[src/rtl/uart_tx_arbiter_if.sv]
// uart_tx_arbiter_if: requester/transmitter handshake bundle; master = arbiter (drives req_ready, tx_data, tx_en, grant_id, busy, err_timeout), slave = environment (drives req_valid, req_data, tx_busy)
interface uart_tx_arbiter_if #(parameter int N_REQ = 4);
  logic [N_REQ-1:0] req_valid;
  logic [8*N_REQ-1:0] req_data;
  logic [N_REQ-1:0] req_ready;
  logic [7:0] tx_data;
  logic tx_en;
  logic tx_busy;
  logic [$clog2(N_REQ)-1:0] grant_id;
  logic busy;
  logic err_timeout;
  modport master (
    input req_valid, req_data, tx_busy,
    output req_ready, tx_data, tx_en, grant_id, busy, err_timeout
  );
  modport slave (
    output req_valid, req_data, tx_busy,
    input req_ready, tx_data, tx_en, grant_id, busy, err_timeout
  );
endinterface

[src/rtl/uart_tx_arbiter.sv]
// uart_tx_arbiter: round-robin sharing of one UART transmitter; ports clk, rst_n (sync active-low), bus (requester valid/data/ready, tx_data/tx_en/tx_busy, grant_id, busy, err_timeout)
module uart_tx_arbiter #(
  parameter int N_REQ = 4,
  parameter int START_TIMEOUT = 20000
) (
  input logic clk,
  input logic rst_n,
  uart_tx_arbiter_if.master bus
);
  localparam int GW = $clog2(N_REQ);
  localparam int CW = $clog2(START_TIMEOUT);
  typedef enum logic [1:0] {IDLE, START, WAIT_DONE, GAP} state_t;
  state_t state, state_n;
  logic [GW-1:0] ptr, ptr_n, off, g, grant_n;
  logic [GW:0] sum;
  logic [N_REQ-1:0] rot, ready_n;
  logic [CW-1:0] cnt, cnt_n;
  logic [7:0] dsel, data_n;
  logic en_n, err_n;
  always_comb begin
    rot = N_REQ'({bus.req_valid, bus.req_valid} >> ptr);
    off = '0;
    for (int i = N_REQ - 1; i >= 0; i--) if (rot[i]) off = GW'(i);
    sum = {1'b0, ptr} + {1'b0, off};
    g = sum >= (GW+1)'(N_REQ) ? GW'(sum - (GW+1)'(N_REQ)) : GW'(sum);
    dsel = '0;
    for (int i = 0; i < N_REQ; i++) if (g == GW'(i)) dsel = bus.req_data[8*i +: 8];
    state_n = state;
    ptr_n = ptr;
    grant_n = bus.grant_id;
    data_n = bus.tx_data;
    en_n = bus.tx_en;
    cnt_n = cnt;
    ready_n = '0;
    err_n = 1'b0;
    unique case (state)
      IDLE: if (|bus.req_valid) begin
        state_n = START;
        ptr_n = g == GW'(N_REQ - 1) ? '0 : g + GW'(1);
        grant_n = g;
        data_n = dsel;
        en_n = 1'b1;
        ready_n = N_REQ'(1) << g;
        cnt_n = '0;
      end
      START: begin
        cnt_n = cnt + CW'(1);
        if (bus.tx_busy) begin
          en_n = 1'b0;
          state_n = WAIT_DONE;
        end else if (cnt == CW'(START_TIMEOUT - 1)) begin
          en_n = 1'b0;
          err_n = 1'b1;
          state_n = IDLE;
        end
      end
      WAIT_DONE: state_n = bus.tx_busy ? WAIT_DONE : GAP;
      GAP: state_n = IDLE;
    endcase
  end
  always_ff @(posedge clk) begin
    if (!rst_n) begin
      state <= IDLE;
      ptr <= '0;
      cnt <= '0;
      bus.tx_data <= '0;
      bus.tx_en <= 1'b0;
      bus.req_ready <= '0;
      bus.grant_id <= '0;
      bus.busy <= 1'b0;
      bus.err_timeout <= 1'b0;
    end else begin
      state <= state_n;
      ptr <= ptr_n;
      cnt <= cnt_n;
      bus.tx_data <= data_n;
      bus.tx_en <= en_n;
      bus.req_ready <= ready_n;
      bus.grant_id <= grant_n;
      bus.busy <= state_n != IDLE;
      bus.err_timeout <= err_n;
    end
  end
endmodule

[src/flat_wrapper.sv]
// flat-port wrapper written by rule: the top's interface ports become plain ports
module uart_tx_arbiter_flat 
#(
  parameter int N_REQ = 4,
  parameter int START_TIMEOUT = 20000
)
  (clk, rst_n, bus_req_valid, bus_req_data, bus_tx_busy, bus_req_ready, bus_tx_data, bus_tx_en, bus_grant_id, bus_busy, bus_err_timeout);
  uart_tx_arbiter_if #(.N_REQ(N_REQ)) bus_i ();
  input logic clk;
  input logic rst_n;
  input wire logic [$bits(bus_i.req_valid)-1:0] bus_req_valid;
  input wire logic [$bits(bus_i.req_data)-1:0] bus_req_data;
  input wire logic [$bits(bus_i.tx_busy)-1:0] bus_tx_busy;
  output wire logic [$bits(bus_i.req_ready)-1:0] bus_req_ready;
  output wire logic [$bits(bus_i.tx_data)-1:0] bus_tx_data;
  output wire logic [$bits(bus_i.tx_en)-1:0] bus_tx_en;
  output wire logic [$bits(bus_i.grant_id)-1:0] bus_grant_id;
  output wire logic [$bits(bus_i.busy)-1:0] bus_busy;
  output wire logic [$bits(bus_i.err_timeout)-1:0] bus_err_timeout;
  assign bus_i.req_valid = bus_req_valid;
  assign bus_i.req_data = bus_req_data;
  assign bus_i.tx_busy = bus_tx_busy;
  assign bus_req_ready = bus_i.req_ready;
  assign bus_tx_data = bus_i.tx_data;
  assign bus_tx_en = bus_i.tx_en;
  assign bus_grant_id = bus_i.grant_id;
  assign bus_busy = bus_i.busy;
  assign bus_err_timeout = bus_i.err_timeout;
  uart_tx_arbiter #(.N_REQ(N_REQ), .START_TIMEOUT(START_TIMEOUT)) u_core (.clk(clk), .rst_n(rst_n), .bus(bus_i));
endmodule
[config.mk]
export PLATFORM = sky130hd
export DESIGN_NAME = uart_tx_arbiter_flat
export DESIGN_NICKNAME = d
export VERILOG_FILES = /design/src/rtl/uart_tx_arbiter_if.sv /design/src/rtl/uart_tx_arbiter.sv /design/src/flat_wrapper.sv
export SDC_FILE = /design/constraint.sdc
export NUM_CORES = 1
export LEC_CHECK = 0
export BUFFER_PORTS_ARGS = -buffer_cell sky130_fd_sc_hd__buf_4
export CAP_MARGIN = 0
export CORE_UTILIZATION = 45
export DETAILED_ROUTE_END_ITERATION = 6
export PLACE_DENSITY = 0.71
export SETUP_SLACK_MARGIN = 0.05
export SYNTH_ARGS = -nofsm -noshare
export SYNTH_HDL_FRONTEND = slang
export SYNTH_SLANG_ARGS = --single-unit
[constraint.sdc]
create_clock -name clk -period 6.05 [get_ports clk]
set_clock_uncertainty 0.15 [all_clocks]
set_input_delay 0.3025 -clock clk [delete_from_list [all_inputs] [get_ports clk]]
set_output_delay 0.3025 -clock clk [all_outputs]
set_load 0.01 [all_outputs]
==> out/metrics.cfg, run 1 <==
[placement]
io_buffer_count = 55
place_area_um2 = 2390
pre_cts_slack_ps = 2870
hpwl_um = 3390
gp_congestion = 0.815

[sta]
max_freq_mhz = 308
min_period_ps = 3240
finalSetupViolations = 0
finalHoldViolCount = 0
finalWorstSetupSlack_ps = 2810
slew_violations = 0
worst_slew_pin_slew_ps = 917
period_share_pct = 53.6
tns_ps = 0
max-slew-margin-rel_pct = 38.7
rsz0062_at_grt = false

[min_path]
hold_class = input port to flip-flop

[critical_path]
ff2ff_setup_slack_ps = 2810
rr_worst_depth = 12
crit_required_ps = 6070
cp.arrival_ps = 3260
startpoint_type = flip-flop
timing.rr.start = u_core.ptr[0]$_SDFFE_PN0P_
cp_max_fo = 12
critical_path.startpoint = u_core.ptr[0]$_SDFFE_PN0P_
critPathCaptureType = flip-flop
path_class = flip-flop to flip-flop
timing.rr.end = u_core.bus.tx_data[1]$_SDFFE_PN0P_
crit_end = u_core.bus.tx_data[1]$_SDFFE_PN0P_

[logic_synthesis]
synth_flop_cell = dfxtp_1
synth_area_um2 = 1980
yosysUniqueCellTypes = 41
ys.warnings.count = 0
postSynth.asyncResetShare_pct = 0
syn_nets = 291
syn-mean-instance-area_um2 = 8.05
synth-edff-count = 0
synth-seq-cells = 36
ys_seq_area_share_pct = 36.4
netlist_instances = 246

[global_routing]
grt_first_pass_wirelength_um = 7160
grt-ovfl-total = 0
grt_max_degree = 26
grt_use_total_pct = 20.9
grt_pass1_vias = 1525
antenna_found_initial = 0

[cts]
root_buffer = clkbuf_8
worstSkewPairLatency_ps = 290
cts_num_sinks = 36
cts_tree = built
cts.reportedPaths.clkPinSlew_ps = 80
cts-resized-gates = 0
cts_max_level = 2
cts_hold_buffers = 0
cts_made_buffers = 5
cts_setup_buffers = 0
clockBufferDepth = 2

[cells_and_area]
syn_to_final_growth_pct = 26.3
fillers = 366
fin_nets = 337
drive_above_1_share_pct = 24.6
fin_area_um2 = 2500
regArea_um2 = 721
multi_input_area_um2 = 1170
diodes = 0

[run_status]
status = completed

[floorplanning]
coreArea_um2 = 4120
start_util_pct = 48.1
num_io_pins = 56
rows = 23
die_y_um = 68.3
dieArea_um2 = 4670
fp.dieW_um = 68.3

[routing]
wire_per_inst_um = 14.0
vias = 1936
first_pass_iters = 4
drc = 0
ant_nets = 0
drt_iter0_drc = 134
vias_per_cell = 5.64
drt-total-wl_um = 4790

[flow_run]
maxCapViolCount = 0

[pwr]
max-vdd-ir-drop_mv = 0.171
leakage_nw = 1.02
power.density_nw_per_um2 = 447

-- registers in the layout (all words and copies together) (netlist names) --
register and count:
u_core.bus.busy 1, u_core.bus.err_timeout 1, u_core.bus.grant_id 2, u_core.bus.req_ready 4, u_core.bus.tx_data 8, u_core.bus.tx_en 1, u_core.cnt 15, u_core.ptr 2
u_core.state 2
-- layer usage --
layer / vias to the layer above / part of all wire (%) / GRT usage (%)
met2: 65 / 43 / 31.5
met3: 5 / 6.6 / 5.67
met5: - / 0 / 0
li1: 991 / - / -
met4: 0 / 1.3 / 7.81
met1: 875 / 49 / 28.0
-- worst max-delay path, cell delays in order, from the launching register on --
cell and delay (ps):
dfxtp_1 550, nor2_1 90, a221oi_1 300, o21ai_0 120, ha_1 200, xnor2_1 150, xnor2_2 310, ha_1 410
nor2b_1 180, a221oi_1 320, nor3_1 80, a21oi_1 160, a21oi_1 80
-- power breakdown --
group | leakage [nW] | internal [W] | total, W | switching (W)
clock | 0.0541 | 0.000122 | 0.000211 | 0.0000893
sequential | 0.294 | 0.000284 | 0.000321 | 0.0000363
combinational | 0.675 | 0.000261 | 0.000587 | 0.000326
total | 1.02 | 0.000667 | 0.00112 | 0.000451
-- cells in the mapped netlist, types with 4 or more instances --
cell type	instances	area (um^2)
dfxtp_1	36	721
buf_2	6	30.0
nand2_1	13	48.8
nand2b_1	5	31.3
nor2_1	27	101
o21ai_0	21	105
ha_1	6	75.1
a221oi_1	8	70.1
nand4_1	4	25.0
nand3_1	6	30.0
a31oi_1	4	25.0
clkbuf_1	10	37.5
nor2b_1	11	68.8
nor3_1	14	70.1
a21oi_1	35	175
inv_1	5	18.8
-- layout make-up --
class / count / share of cell area (%)
clock inverters: 3 / 1.70
multi-input cells: 188 / 46.7
clock buffers: 5 / 2.75
inverters: 5 / 0.750
flip-flops and latches: 36 / 28.8
repair buffers: 56 / 16.8
well taps: 50 / 2.50
-- metrics by stage --
step | cells | total power (W) | hold WS [ps] | util, %
2_1_floorplan | 246 | 0.000749 | 231 | -
3_3_place_gp | 335 | 0.000905 | 309 | 58.1
3_5_place_dp | 335 | 0.000907 | 323 | 58.1
4_1_cts | 343 | 0.00112 | 40.9 | 60.8
5_1_grt | 343 | 0.00121 | 36.8 | 60.8
6_report | 343 | 0.00112 | 46.7 | 60.8
-- how the worst min path moves through the flow --
stage	startpoint	slack (ps)	cells after the start	endpoint
global route	bus_tx_busy	40	2	u_core.bus.err_timeout$_SDFF_PP0_
CTS	bus_tx_busy	40	2	u_core.bus.err_timeout$_SDFF_PP0_
global placement	u_core.bus.grant_id[0]$_SDFFE_PN0P_	310	2	u_core.bus.grant_id[0]$_SDFFE_PN0P_
detailed placement	u_core.bus.grant_id[0]$_SDFFE_PN0P_	320	2	u_core.bus.grant_id[0]$_SDFFE_PN0P_
finish	bus_tx_busy	50	2	u_core.bus.err_timeout$_SDFF_PP0_
floorplan	bus_tx_busy	230	1	u_core.bus.err_timeout$_SDFF_PP0_
-- cells by family after synthesis --
kind of cell,share of synthesized area [%]
xor+xnor,1.26
flops,36.4
simple gates,28.4
fa+ha+maj,3.79
mux,1.14
buf+inv,4.61
compound gates,24.4
-- cell usage in the layout, fill, tap and decap left out, drive strengths merged, types with 2 or more instances in the layout --
master	count
a211oi	2
a21oi	35
a221oi	8
a31oi	4
and3	3
buf	56
clkbuf	5
dfxtp	36
ha	6
inv	5
mux2	2
nand2	13
nand2b	5
nand3	8
nand3b	2
nand4	4
nor2	27
nor2b	11
nor3	14
nor3b	2
nor4	5
nor4b	2
o211a	2
o21ai	21
o32ai	2
xnor2	2
Power figures use the tool's default switching activity.
==> run 2: changes to the inputs <==
==> constraint.sdc (replaced) <==
create_clock -name clk -period 3.38 [get_ports clk]
set_clock_uncertainty 0.15 [all_clocks]
set_input_delay 0.169 -clock clk [delete_from_list [all_inputs] [get_ports clk]]
set_output_delay 0.169 -clock clk [all_outputs]
set_load 0.01 [all_outputs]
==> out/metrics.cfg, run 2 (synthesis gave the netlist of run 1 again) <==
[run_status]
status = completed

[cts]
root_buffer = clkbuf_8
cts_setup_buffers = 0  ; unchanged
cts_num_sinks = 36  ; unchanged
clockBufferDepth = 2  ; unchanged
cts_max_level = 2  ; unchanged
cts_tree = built
cts.reportedPaths.clkPinSlew_ps = 70  ; about the same
worstSkewPairLatency_ps = 290  ; about the same
cts_made_buffers = 5  ; unchanged

[critical_path]
critPathCaptureType = flip-flop
cp.arrival_ps = 3050  ; -210 ps
crit_required_ps = 3410  ; -2660 ps
path_class = flip-flop to flip-flop
cp_max_fo = 16  ; +4
startpoint_type = flip-flop
ff2ff_setup_slack_ps = 360  ; -2450 ps
rr_worst_depth = 12  ; unchanged
timing.rr.end = u_core.bus.tx_data[3]$_SDFFE_PN0P_
timing.rr.start = u_core.ptr[0]$_SDFFE_PN0P_

[cells_and_area]
diodes = 0  ; unchanged
fin_util_pct = 60.7  ; -0.12 points
final_cell_count_no_fill = 344  ; +0.29%
mostFrequentLayoutCell = buf_4
syn_to_final_growth_pct = 26.1
fin_area_um2 = 2500  ; -0.20%
drive_above_1_share_pct = 24.8  ; +0.26 points
largest_register_ffs = 15  ; unchanged
fin_nets = 338  ; +0.30%
layout_common_cells = 56 x buf_4, 35 x a21oi_1, 35 x dfxtp_1
largestRegisters = u_core.cnt x15, u_core.bus.tx_data x8, u_core.bus.req_ready x4
fillers = 373  ; +1.9%
regMostFlops = u_core.cnt

[routing]
wire_per_inst_um = 14.0  ; +0.40%
vias = 1904  ; -1.7%
vias_per_cell = 5.53  ; -1.9%
drt_iter0_drc = 70  ; -48%
first_pass_iters = 4  ; unchanged
ant_nets = 0  ; unchanged
drc = 0  ; unchanged
drt-total-wl_um = 4830  ; +0.69%

[placement]
hpwl_um = 3390  ; about the same
io_buffer_count = 55  ; unchanged
placed_cells_incl_taps = 335  ; unchanged
place_area_um2 = 2390  ; unchanged
gp_congestion = 0.845  ; +3.7%

[sta]
rsz0062_at_grt = false
slew_violations = 0  ; unchanged
period_share_pct = 89.4  ; +36 points
max-slew-margin-rel_pct = 40.9  ; +2.1 points
finalSetupViolations = 0  ; unchanged
max_freq_mhz = 331  ; +7.4%
worst_slew_pin_slew_ps = 885  ; -32.0 ps
min_period_ps = 3020  ; -223 ps
finalHoldViolCount = 0  ; unchanged
tns_ps = 0  ; unchanged

[floorplanning]
fp.dieW_um = 68.3  ; unchanged
rows = 23  ; unchanged
start_util_pct = 48.1  ; unchanged
num_io_pins = 56  ; unchanged
coreArea_um2 = 4120  ; unchanged
die_y_um = 68.3  ; unchanged
dieArea_um2 = 4670  ; unchanged

[global_routing]
grt_first_pass_wirelength_um = 7600  ; +6.3%
antenna_found_initial = 0  ; unchanged
grt_pass1_vias = 1659  ; +8.8%
grt_use_total_pct = 21.9  ; +1.0 points
grt_max_degree = 26  ; unchanged
grt-ovfl-total = 0  ; unchanged

[min_path]
whs_path_depth = 3  ; +1
hold_class = input port to flip-flop
holdPathEnd = u_core.bus.tx_data[5]$_SDFFE_PN0P_
hp-start = bus_req_data[29]

[pwr]
max-vdd-ir-drop_mv = 0.327  ; +91%
power.density_nw_per_um2 = 791  ; +77%
leakage_nw = 1.02  ; -0.47%

[flow_run]
maxCapViolCount = 0  ; unchanged

==> run 2: cell type report <==
class	instances	area [um^2]	share of cell area, %
Timing Repair Buffer	57	430	17.2
Multi-Input combinational cell	188	1170	47.0
Tap cell	50	62.6	2.51
Inverter	5	18.8	0.752
Sequential cell	36	722	28.9
Clock buffer	8	90.1	3.61
==> run 2: worst max-delay path: stages, from the launching register on <==
cell      delay [ps]
dfxtp_2          450
nor2_1            70
a221oi_1         270
o21ai_0          130
ha_1             210
xnor2_1          160
xnor2_2          310
inv_1            120
ha_1             360
a221oi_1         360
nor3_1            80
a21oi_1          150
a21oi_1           80
==> run 2: worst max path at each step <==
stage | startpoint | end | slack [ps] | cells after the start
final | u_core.ptr[0]$_SDFFE_PN0P_ | u_core.bus.tx_data[3]$_SDFFE_PN0P_ | 360 | 12
after global placement | u_core.ptr[0]$_SDFFE_PN0P_ | u_core.bus.tx_data[3]$_SDFFE_PN0P_ | 300 | 12
after global routing | u_core.ptr[0]$_SDFFE_PN0P_ | u_core.bus.tx_data[1]$_SDFFE_PN0P_ | 90 | 12
after detailed placement | u_core.ptr[0]$_SDFFE_PN0P_ | u_core.bus.tx_data[3]$_SDFFE_PN0P_ | 170 | 12
after CTS | u_core.ptr[0]$_SDFFE_PN0P_ | u_core.bus.tx_data[3]$_SDFFE_PN0P_ | 150 | 12
after floorplan | u_core.ptr[0]$_SDFFE_PN0P_ | u_core.bus.tx_data[0]$_SDFFE_PN0P_ | 510 | 14
==> run 2: metal layers <==
| layer | wire [um] | GRT usage, % | vias to the layer above |
|---|---|---|---|
| met5 | 0 | 0 | - |
| met2 | 2060 | 34.7 | 47 |
| met3 | 258 | 5.17 | 6 |
| met4 | 61 | 7.03 | 0 |
| met1 | 2440 | 28.9 | 858 |
| li1 | - | - | 993 |
==> run 2: repair_timing <==
action                                  in CTS  in global routing
endpoints found under the setup margin       0                  7
hold buffers                                 1                  0
gates resized for setup                      0                  3
endpoints found under the hold margin        3                  0
==> run 2: through the flow <==
step	hold WS (ps)	total power [W]	setup WS, ps
after global placement	229	0.00162	296
after CTS	10.7	0.00196	149
after detailed placement	231	0.00164	166
final	20.9	0.00197	359
after global routing	39.1	0.00213	94.0
after floorplan	97.7	0.00134	508
==> run 2: power by group <==
part / switching [W] / internal (W) / total (W)
Sequential: 0.0000661 / 0.000511 / 0.000577
Combinational: 0.000598 / 0.000481 / 0.00108
Clock: 0.000152 / 0.000166 / 0.000319
==> run 3: changes to the inputs <==
--- a/config.mk
+++ b/config.mk
@@ -8,9 +8,9 @@
 export BUFFER_PORTS_ARGS = -buffer_cell sky130_fd_sc_hd__buf_4
 export CAP_MARGIN = 0
 export CORE_UTILIZATION = 45
+export CTS_CLUSTER_DIAMETER = 100
 export DETAILED_ROUTE_END_ITERATION = 6
-export PLACE_DENSITY = 0.71
-export SETUP_SLACK_MARGIN = 0.05
+export PLACE_DENSITY = 0.67
 export SYNTH_ARGS = -nofsm -noshare
 export SYNTH_HDL_FRONTEND = slang
 export SYNTH_SLANG_ARGS = --single-unit
==> out/metrics.cfg, run 3 (synthesis gave the netlist of run 1 again) <==
[pwr]
swShare_pct = 40.5  ; -0.85 points
p_clk_share_pct = 16.0  ; about the same
p_int_w = 0.00115  ; -0.31%
pwr-share-comb_pct = 54.5  ; -0.2 points
power.density_nw_per_um2 = 777  ; -1.7%
switchingPower_w = 0.000786  ; -3.8%
seq_power_share_pct = 29.5  ; +0.3 points
leakage_nw = 1.02  ; about the same
power.total_w = 0.00194  ; -1.7%
max-vdd-ir-drop_mv = 0.292  ; -11%

[floorplanning]
fp.dieW_um = 68.3  ; unchanged
num_io_pins = 56  ; unchanged
dieArea_um2 = 4670  ; unchanged
die_y_um = 68.3  ; unchanged
coreArea_um2 = 4120  ; unchanged
start_util_pct = 48.1  ; unchanged
rows = 23  ; unchanged

[cells_and_area]
largest_register_ffs = 15  ; unchanged
mostFrequentLayoutCell = buf_4
fin_nets = 338  ; unchanged
diodes = 0  ; unchanged
drive_above_1_share_pct = 24.5  ; -0.34 points
fin_area_um2 = 2500  ; about the same
largestRegisters = u_core.cnt x15, u_core.bus.tx_data x8, u_core.bus.req_ready x4
syn_to_final_growth_pct = 26.0  ; about the same
regMostFlops = u_core.cnt
layout_common_cells = 56 x buf_4, 36 x dfxtp_1, 35 x a21oi_1
fillers = 359  ; -3.8%

[sta]
period_share_pct = 89.8  ; +0.43 points
tns_ps = 0  ; unchanged
worst_slew_pin_slew_ps = 845  ; -40.4 ps
max_freq_mhz = 329  ; -0.48%
finalWorstSetupSlack_ps = 344  ; -14.6 ps
rsz0062_at_grt = false
finalSetupViolations = 0  ; unchanged
finalHoldViolCount = 0  ; unchanged
min_period_ps = 3040  ; +14.6 ps
whs_ps = 32.6  ; +11.6 ps
slew_violations = 0  ; unchanged
max-slew-margin-rel_pct = 43.6  ; +2.7 points

[cts]
cts.reportedPaths.clkPinSlew_ps = 60  ; about the same
clockBufferDepth = 2  ; unchanged
cts_made_buffers = 5  ; unchanged
root_buffer = clkbuf_8
cts_tree = built
cts_max_level = 2  ; unchanged
cts_num_sinks = 36  ; unchanged
cts_setup_buffers = 0  ; unchanged
worstSkewPairLatency_ps = 280  ; about the same

[routing]
ant_nets = 0  ; unchanged
vias = 1900  ; -0.21%
drt_iter0_drc = 63  ; -10%
wire_per_inst_um = 13.9  ; -1.1%
drt-total-wl_um = 4780  ; -1.1%
vias_per_cell = 5.52  ; -0.21%
drc = 0  ; unchanged
first_pass_iters = 4  ; unchanged

[global_routing]
grt_use_total_pct = 21.6  ; -0.22 points
antenna_found_initial = 0  ; unchanged
grt_max_degree = 23  ; -12%
grt_pass1_vias = 1660  ; +0.060%
grt_first_pass_wirelength_um = 7650  ; +0.55%
grt-ovfl-total = 0  ; unchanged

[placement]
hpwl_um = 3490  ; +2.8%
gp_congestion = 0.828  ; -2.0%
place_area_um2 = 2390  ; unchanged
pre_cts_slack_ps = 265  ; +98.5 ps
io_buffer_count = 55  ; unchanged

[critical_path]
crit_required_ps = 3390  ; -20 ps
cp_cell_sequence = nor2_1, a221oi_1, o21ai_0, ha_1, xnor2_1, xnor2_2, inv_1, ha_1, a221oi_1, nor3_1, a21oi_1, a21oi_1
critPathCaptureType = flip-flop
startpoint_type = flip-flop
crit_family = compound AO/OA/AOI/OAI gates
path_class = flip-flop to flip-flop
crit_buf_inv = 1  ; unchanged
slowest_stage = dfxtp_1
critPathMaxStageDelay_ps = 540  ; +90 ps
cp.arrival_ps = 3050  ; about the same
cp_max_fo = 16  ; unchanged

[flow_run]
maxCapViolCount = 0  ; unchanged

[run_status]
status = completed

[min_path]
hold_class = input port to flip-flop

==> run 3: cell counts in the layout (fill, tap and decap cells not counted) <==
No cell type changed its count.
==> run 3: timing repair <==
action                                  CTS  global route
hold endpoints to repair                  2             0
endpoints found under the setup margin    0             6
gates resized for setup                   0             2
hold buffers                              1             0
==> run 3: power groups by stage <==
stage / combinational (W) / clock [W] / sequential (W)
floorplan: 0.000750 / 0 / 0.000591
global placement: 0.00104 / 0 / 0.000580
detailed placement: 0.00104 / 0 / 0.000583
CTS: 0.00104 / 0.000319 / 0.000573
global route: 0.00119 / 0.000334 / 0.000586
finish: 0.00106 / 0.000310 / 0.000573
==> run 3: area by class of cell <==
| cell class | instances | area, um^2 | area share (%) |
|---|---|---|---|
| repair buffers | 57 | 430 | 17.2 |
| inverters | 5 | 18.8 | 0.752 |
| multi-input cells | 188 | 1170 | 47.0 |
| well taps | 50 | 62.6 | 2.51 |
| flip-flops and latches | 36 | 721 | 28.9 |
| clock buffers | 8 | 90.1 | 3.61 |
==> run 3: worst reg2reg max path, delay by kind of cell, from the launching register on <==
family / cells / cell delay, ps
xor+xnor: 2 / 460
simple gates: 2 / 160
flops: 1 / 540
buf+inv: 1 / 120
compound gates: 5 / 940
fa+ha+maj: 2 / 560
==> run 3: routing by layer <==
layer	wire length (um)	track usage [%]
met1	2320	28.3
met2	2090	35.4
met3	333	5.83
met4	27	4.43
met5	0	0
==> run 3: path summary, 6_finish.rpt <==
check	start	to	slack, ps	cells after the start
worst max-delay path	u_core.ptr[0]$_SDFFE_PN0P_	u_core.bus.tx_data[5]$_SDFFE_PN0P_	340	12
worst min-delay path	bus_req_data[25]	u_core.bus.tx_data[1]$_SDFFE_PN0P_	30	3
worst max register to register	u_core.ptr[0]$_SDFFE_PN0P_	u_core.bus.tx_data[5]$_SDFFE_PN0P_	340	12
worst min register to register	u_core.bus.grant_id[0]$_SDFFE_PN0P_	u_core.bus.grant_id[0]$_SDFFE_PN0P_	320	2
==> run 3: stage by stage <==
stage | std cells | util (%)
after detailed placement | 335 | 58.1
after CTS | 344 | 60.5
after global placement | 335 | 58.1
final | 344 | 60.7
after floorplan | 246 | -
after global routing | 344 | 60.7
